==> config.mk <==
export PLATFORM = sky130hd
export DESIGN_NAME = param_alu_core
export DESIGN_NICKNAME = d
export VERILOG_FILES = /design/src/rtl/param_alu_pkg.sv /design/src/rtl/param_alu_mul.sv /design/src/rtl/param_alu_core.sv
export SDC_FILE = /design/constraint.sdc
export NUM_CORES = 1
export LEC_CHECK = 0
export ABC_AREA = 1
export BUFFER_PORTS_ARGS = -buffer_cell sky130_fd_sc_hd__buf_2
export CAP_MARGIN = 25
export CORE_MARGIN = 1.5
export CORE_UTILIZATION = 51
export DETAILED_ROUTE_END_ITERATION = 10
export GPL_ROUTABILITY_DRIVEN = 0
export HOLD_SLACK_MARGIN = 0.15
export PLACE_DENSITY = 0.68
export SLEW_MARGIN = 20
export SYNTH_ARGS = -nofsm -noshare
export SYNTH_HDL_FRONTEND = slang
export SYNTH_SLANG_ARGS = --single-unit
export TNS_END_PERCENT = 20
==> constraint.sdc <==
create_clock -name clk -period 2.59 [get_ports clk]
set_input_delay 0.1295 -clock clk [delete_from_list [all_inputs] [get_ports clk]]
set_output_delay 0.1295 -clock clk [all_outputs]
set_load 0.01 [all_outputs]
==> src/rtl/param_alu_pkg.sv <==
// Shared definitions for the parametrised ALU core: opcodes, flag bit
// positions, bus output select encodings and the multiplier FSM states.
package param_alu_pkg;

  typedef enum logic [2:0] {
    OP_ADD = 3'd0,
    OP_SUB = 3'd1,
    OP_AND = 3'd2,
    OP_OR  = 3'd3,
    OP_XOR = 3'd4,
    OP_SHL = 3'd5,
    OP_SHR = 3'd6,
    OP_MUL = 3'd7
  } alu_op_t;

  // Flags word layout is {V,N,Z,C}
  localparam int unsigned FLAG_C = 0;
  localparam int unsigned FLAG_Z = 1;
  localparam int unsigned FLAG_N = 2;
  localparam int unsigned FLAG_V = 3;

  typedef enum logic [1:0] {
    ST_IDLE,
    ST_MUL,
    ST_FINISH
  } mul_state_t;

  // Bus output selects above the register file
  function automatic int unsigned sel_result(input int unsigned nregs);
    return nregs;
  endfunction

  function automatic int unsigned sel_result_hi(input int unsigned nregs);
    return nregs + 1;
  endfunction

  function automatic int unsigned sel_flags(input int unsigned nregs);
    return nregs + 2;
  endfunction

endpackage

==> src/rtl/param_alu_mul.sv <==
// Sequential unsigned shift-add multiplier: one multiplier bit per cycle,
// then a one-cycle FINISH state in which the owner latches prod.
module param_alu_mul
  import param_alu_pkg::*;
#(
  parameter int WIDTH = 8
) (
  input  logic               clk,
  input  logic               rst,
  input  logic               start,
  input  logic [WIDTH-1:0]   mcand_in,
  input  logic [WIDTH-1:0]   mplier_in,
  output logic               busy,
  output logic               done,
  output logic               idle,
  output logic               fin,
  output logic [2*WIDTH-1:0] prod
);

  localparam int CW = $clog2(WIDTH + 1);

  mul_state_t         state;
  logic [2*WIDTH-1:0] acc;
  logic [2*WIDTH-1:0] mcand;
  logic [WIDTH-1:0]   mplier;
  logic [CW-1:0]      cnt;

  // busy drops on leaving MUL; done pulses on the FINISH edge, so done
  // appears WIDTH+1 edges after the start edge
  always_ff @(posedge clk or posedge rst) begin
    if (rst) begin
      state  <= ST_IDLE;
      busy   <= 1'b0;
      done   <= 1'b0;
      acc    <= '0;
      mcand  <= '0;
      mplier <= '0;
      cnt    <= '0;
    end else begin
      done <= 1'b0;
      case (state)
        ST_IDLE: begin
          if (start) begin
            mcand  <= {{WIDTH{1'b0}}, mcand_in};
            mplier <= mplier_in;
            acc    <= '0;
            cnt    <= CW'(WIDTH);
            busy   <= 1'b1;
            state  <= ST_MUL;
          end
        end
        ST_MUL: begin
          if (mplier[0]) acc <= acc + mcand;
          mcand  <= mcand << 1;
          mplier <= mplier >> 1;
          cnt    <= cnt - CW'(1);
          if (cnt == CW'(1)) begin
            busy  <= 1'b0;
            state <= ST_FINISH;
          end
        end
        ST_FINISH: begin
          done  <= 1'b1;
          state <= ST_IDLE;
        end
        default: state <= ST_IDLE;
      endcase
    end
  end

  assign idle = (state == ST_IDLE);
  assign fin  = (state == ST_FINISH);
  assign prod = acc;

endmodule

==> src/rtl/param_alu_core.sv <==
// Parametrised ALU core: operand register file, combinational ALU,
// result/result_hi/flags registers, bus output mux and shift-add multiplier.
module param_alu_core
  import param_alu_pkg::*;
#(
  parameter int WIDTH = 8,
  parameter int NREGS = 4
) (
  input  logic                         clk,
  input  logic                         rst,
  input  logic [WIDTH-1:0]             bus_in,
  output logic [WIDTH-1:0]             bus_out,
  output logic                         bus_oe,
  input  logic                         load_en,
  input  logic [$clog2(NREGS)-1:0]     load_sel,
  input  logic                         out_en,
  input  logic [$clog2(NREGS+3)-1:0]   out_sel,
  input  logic                         calc,
  input  logic [2:0]                   op,
  input  logic [$clog2(NREGS)-1:0]     arg_l,
  input  logic [$clog2(NREGS)-1:0]     arg_r,
  input  logic                         use_cin,
  output logic                         busy,
  output logic                         done,
  output logic [3:0]                   flags
);

  logic [WIDTH-1:0]   regs [NREGS];
  logic [WIDTH-1:0]   result_q;
  logic [WIDTH-1:0]   result_hi_q;
  logic [3:0]         flags_q;

  alu_op_t            op_e;
  logic [WIDTH-1:0]   a_val;
  logic [WIDTH-1:0]   b_val;
  logic [WIDTH-1:0]   b_eff;
  logic               cin;
  logic [WIDTH:0]     sum_ext;
  logic [WIDTH-1:0]   alu_res;
  logic               alu_c;
  logic               alu_v;
  logic [3:0]         alu_flags;
  logic [3:0]         mul_flags;

  logic               mul_idle;
  logic               mul_fin;
  logic [2*WIDTH-1:0] mul_prod;
  logic               alu_fire;
  logic               mul_start;

  assign op_e      = alu_op_t'(op);
  assign alu_fire  = calc && mul_idle && (op_e != OP_MUL);
  assign mul_start = calc && mul_idle && (op_e == OP_MUL);
  assign flags     = flags_q;

  param_alu_mul #(.WIDTH(WIDTH)) u_mul (
    .clk       (clk),
    .rst       (rst),
    .start     (mul_start),
    .mcand_in  (a_val),
    .mplier_in (b_val),
    .busy      (busy),
    .done      (done),
    .idle      (mul_idle),
    .fin       (mul_fin),
    .prod      (mul_prod)
  );

  // Register file load from the bus
  always_ff @(posedge clk or posedge rst) begin
    if (rst) begin
      for (int unsigned i = 0; i < NREGS; i++) regs[i] <= '0;
    end else if (load_en && (32'(load_sel) < NREGS)) begin
      regs[load_sel] <= bus_in;
    end
  end

  // Single-cycle ALU; SUB shares the adder via a + ~b + cin
  always_comb begin
    a_val = '0;
    b_val = '0;
    if (32'(arg_l) < NREGS) a_val = regs[arg_l];
    if (32'(arg_r) < NREGS) b_val = regs[arg_r];
    b_eff   = (op_e == OP_SUB) ? ~b_val : b_val;
    cin     = use_cin ? flags_q[FLAG_C] : (op_e == OP_SUB);
    sum_ext = {1'b0, a_val} + {1'b0, b_eff} + {{WIDTH{1'b0}}, cin};
    alu_res = '0;
    alu_c   = 1'b0;
    alu_v   = 1'b0;
    case (op_e)
      OP_ADD, OP_SUB: begin
        alu_res = sum_ext[WIDTH-1:0];
        alu_c   = sum_ext[WIDTH];
        alu_v   = (a_val[WIDTH-1] == b_eff[WIDTH-1]) &&
                  (sum_ext[WIDTH-1] != a_val[WIDTH-1]);
      end
      OP_AND: alu_res = a_val & b_val;
      OP_OR:  alu_res = a_val | b_val;
      OP_XOR: alu_res = a_val ^ b_val;
      OP_SHL: begin
        alu_res = {a_val[WIDTH-2:0], 1'b0};
        alu_c   = a_val[WIDTH-1];
      end
      OP_SHR: begin
        alu_res = {1'b0, a_val[WIDTH-1:1]};
        alu_c   = a_val[0];
      end
      default: alu_res = '0;
    endcase
    alu_flags         = '0;
    alu_flags[FLAG_C] = alu_c;
    alu_flags[FLAG_Z] = (alu_res == '0);
    alu_flags[FLAG_N] = alu_res[WIDTH-1];
    alu_flags[FLAG_V] = alu_v;
    mul_flags         = '0;
    mul_flags[FLAG_C] = (mul_prod[2*WIDTH-1:WIDTH] != '0);
    mul_flags[FLAG_Z] = (mul_prod[WIDTH-1:0] == '0);
    mul_flags[FLAG_N] = mul_prod[WIDTH-1];
  end

  // Result and flag registers, written by ALU ops or multiplier completion
  always_ff @(posedge clk or posedge rst) begin
    if (rst) begin
      result_q    <= '0;
      result_hi_q <= '0;
      flags_q     <= '0;
    end else if (alu_fire) begin
      result_q <= alu_res;
      flags_q  <= alu_flags;
    end else if (mul_fin) begin
      result_q    <= mul_prod[WIDTH-1:0];
      result_hi_q <= mul_prod[2*WIDTH-1:WIDTH];
      flags_q     <= mul_flags;
    end
  end

  // Bus output mux; unused select codes drive zero
  always_comb begin
    bus_oe  = out_en;
    bus_out = '0;
    if (32'(out_sel) < NREGS) begin
      bus_out = regs[out_sel[$clog2(NREGS)-1:0]];
    end else if (32'(out_sel) == sel_result(NREGS)) begin
      bus_out = result_q;
    end else if (32'(out_sel) == sel_result_hi(NREGS)) begin
      bus_out = result_hi_q;
    end else if (32'(out_sel) == sel_flags(NREGS)) begin
      bus_out[3:0] = flags_q;
    end
  end

endmodule

==> flow_summary.toml <==
[routing]
route.detailed.drc = 0
dr.pass1.iters = 5
wl_per_cell_um = 16.6
vias = 6640
drt_iter0_drc = 679
viasPerCell = 5.59
ant_nets = 0
drt_wl_total_um = 19700

[timing]
hold_viol = 0
setup_ws_ps = -115
relSlewSlack_pct = 53.1
slew_viol_final = 0
grt_setup_unrepaired = "yes"
setup_viol = 4
max_freq_ghz = 0.370
setup-tns-final_ps = -228
fin_crit_ps = 2700
timing.hold.ws_ps = 259
worst_slew_pin_slew_ps = 702
skew_ps = 7.85
finalCritPeriodShare_pct = 104

[die]
die_area_mm2 = 0.0138
die_h_um = 118
core_mm2 = 0.0127
start_util_pct = 52.7
num_rows = 41
die_x_um = 118
io_pins = 41

[hold_path]
min_to = "bus_oe"
worstHoldStart = "out_en"
hold_class = "in -> out"
hold_path_depth = 0

[synth]
syn-num-nets = 982
syn-cell-area_mm2 = 0.00670
postSynthCellCount = 913
yosys.cell_types.count = 44
yosysWarnings = 0
avgSynthCellArea_um2 = 7.34
ys_seq_elements = 99
yosysSeqAreaShare_pct = 37.0

[clocking]
cts_tree = "done"
cts_num_sinks = 99
clk_latency_ps = 360
cts_max_path_buffers = 2
cts.clk_slew.worst_paths_ps = 70
root_buffer = "clkbuf_16"
numCtsBuffers = 9
htreeDepth = 3

[placement]
portBuffers = 38
dp_hpwl_um = 14600
pre_cts_ws_ps = -181

[setup_path]
crit_path_max_fanout = 2
cp-end-kind = "register"
worstSetupPathType = "reg -> reg"
crit_arrival_ps = 3000
crit-reg2reg-launch = "regs[0]"
rr_worst_depth = 16
required_ps = 2880
start_kind = "register"
rrSetupSlack_ps = -110
crit_start = "regs[0]"
reg2reg_to = "flags[1]"

[grt]
grt_max_degree = 42
grt.overflow.total = 0
grt_first_pass_wirelength_um = 31700
grt_pass1_vias = 6158
antenna_found_initial = 0
grt_usage_pct = 29.0

[layout]
antennaDiodeCount = 0
drive_above_1_share_pct = 17.8
utilization_pct = 62.7
area_growth_pct = 19.0
final_nets = 1080

[power]
p_leak_uw = 0.00409
ir_drop_mv = 0.392
power.density_mw_per_mm2 = 823

[outcome]
violations = "setup timing"
status = "finished with violations"

[run]
max_cap_viol_count = 0
==> layer usage <==
metal	vias to the layer above	global-route usage, %	part of all wire, %
li1	3213	-	-
met1	3098	42.1	45
met2	281	43.5	44
met3	48	4.31	7.7
met4	0	11.4	2.7
met5	-	0	0
==> worst max path at each step <==
stage | cells after the start | endpoint
after floorplan | 17 | flags[1]
after global placement | 16 | flags[1]
after detailed placement | 16 | flags[1]
after CTS | 17 | flags[1]
after global routing | 16 | flags[1]
final | 16 | flags[1]
==> through the flow <==
step           std cells  total power, uW  area [um^2]
2_1_floorplan        913             4130         6710
3_3_place_gp        1143             4950         7340
3_5_place_dp        1143             5000         7340
4_1_cts             1188             6510         7930
5_1_grt             1188             7070         7970
6_report            1188             6560         7970
==> cell usage after synthesis (all sizes together) <==
cell	number	share of area, %
a21o	1	0.11
dfrtp	99	37
o21ai	106	7.9
nand3b	2	0.22
or2	2	0.19
o22ai	12	1.1
nor2	52	3.2
clkbuf	15	0.84
nor4	5	0.47
and2	2	0.22
inv	129	7.3
fa	3	0.90
a21boi	2	0.22
o31ai	1	0.11
a22oi	7	0.78
xnor2	3	0.39
clkinv	3	0.17
xor2	13	1.7
a31oi	3	0.28
ha	40	7.5
nand2	254	15
buf	13	1.5
a221o	1	0.15
o21bai	1	0.11
nand3	63	5.5
nand4	6	0.56
nor3	3	0.22
o221ai	16	2.1
o211ai	9	1.0
a21oi	44	3.3
a221oi	3	0.39
==> cell type report <==
cell class / count / area (um^2)
clock inverter: 5 / 60.1
clock buffer: 11 / 243
multi-input combinational: 654 / 3650
timing repair buffer: 115 / 823
sequential: 99 / 2480
tap: 172 / 215
inverter: 132 / 502
fill: 1202 / 4750
==> kinds of logic after synthesis <==
logic type | share of synthesized area (%)
AND/OR/NAND/NOR | 25.2
AO/OA/AOI/OAI | 17.6
buffers and inverters | 9.73
flip-flops | 37.0
adder cells (fa/ha/maj) | 8.37
XOR/XNOR | 2.09
==> worst max-delay path, stage by stage (launching register included) <==
cell and delay, ps:
dfrtp_1 400, a21oi_2 180, o21ai_2 80, nand2_2 130
xor2_2 90, fa_2 400, fa_2 350, or2_4 250
nand3_2 70, nand4_1 130, nor2_2 130, nand2_1 60
nor2_1 80, nand4_1 90, nand2_1 70, nand2_1 50
nand2_1 60
==> timing repair <==
| item | 4_1_cts | 5_1_grt |
|---|---|---|
| setup buffers | 20 | 0 |
| pin swaps | 9 | 2 |
| hold endpoints to repair | 61 | 0 |
| hold buffers | 9 | 0 |
| endpoints found under the setup margin | 4 | 8 |
| resized for setup | 12 | 12 |
==> power by group <==
part / leakage [uW] / internal (uW) / switching [uW]
clock network: 0.000152 / 783 / 608
logic: 0.00267 / 1090 / 1650
registers: 0.00127 / 2020 / 412
total: 0.00409 / 3890 / 2670
==> state kept, by name (all words and copies together), names as in the netlist, 2 cells and up <==
name,count
u_mul.cnt,4
result_q,7
regs,32
u_mul.state,2
flags,4
result_hi_q,8
u_mul.mplier,8
u_mul.prod,16
u_mul.mcand,16
==> cells in the final DEF (no fill, tap or decap), types with 11 or more instances in the layout <==
cell,count
nand2_1,241
inv_1,115
dfrtp_1,99
o21ai_0,97
buf_4,64
nand3_1,49
nor2_1,45
a21oi_1,41
ha_1,39
buf_2,38
o221ai_1,15
nand3_2,14
nand2_2,13
o22ai_1,12
inv_2,12
xor2_1,11
Power figures use the tool's default switching activity.
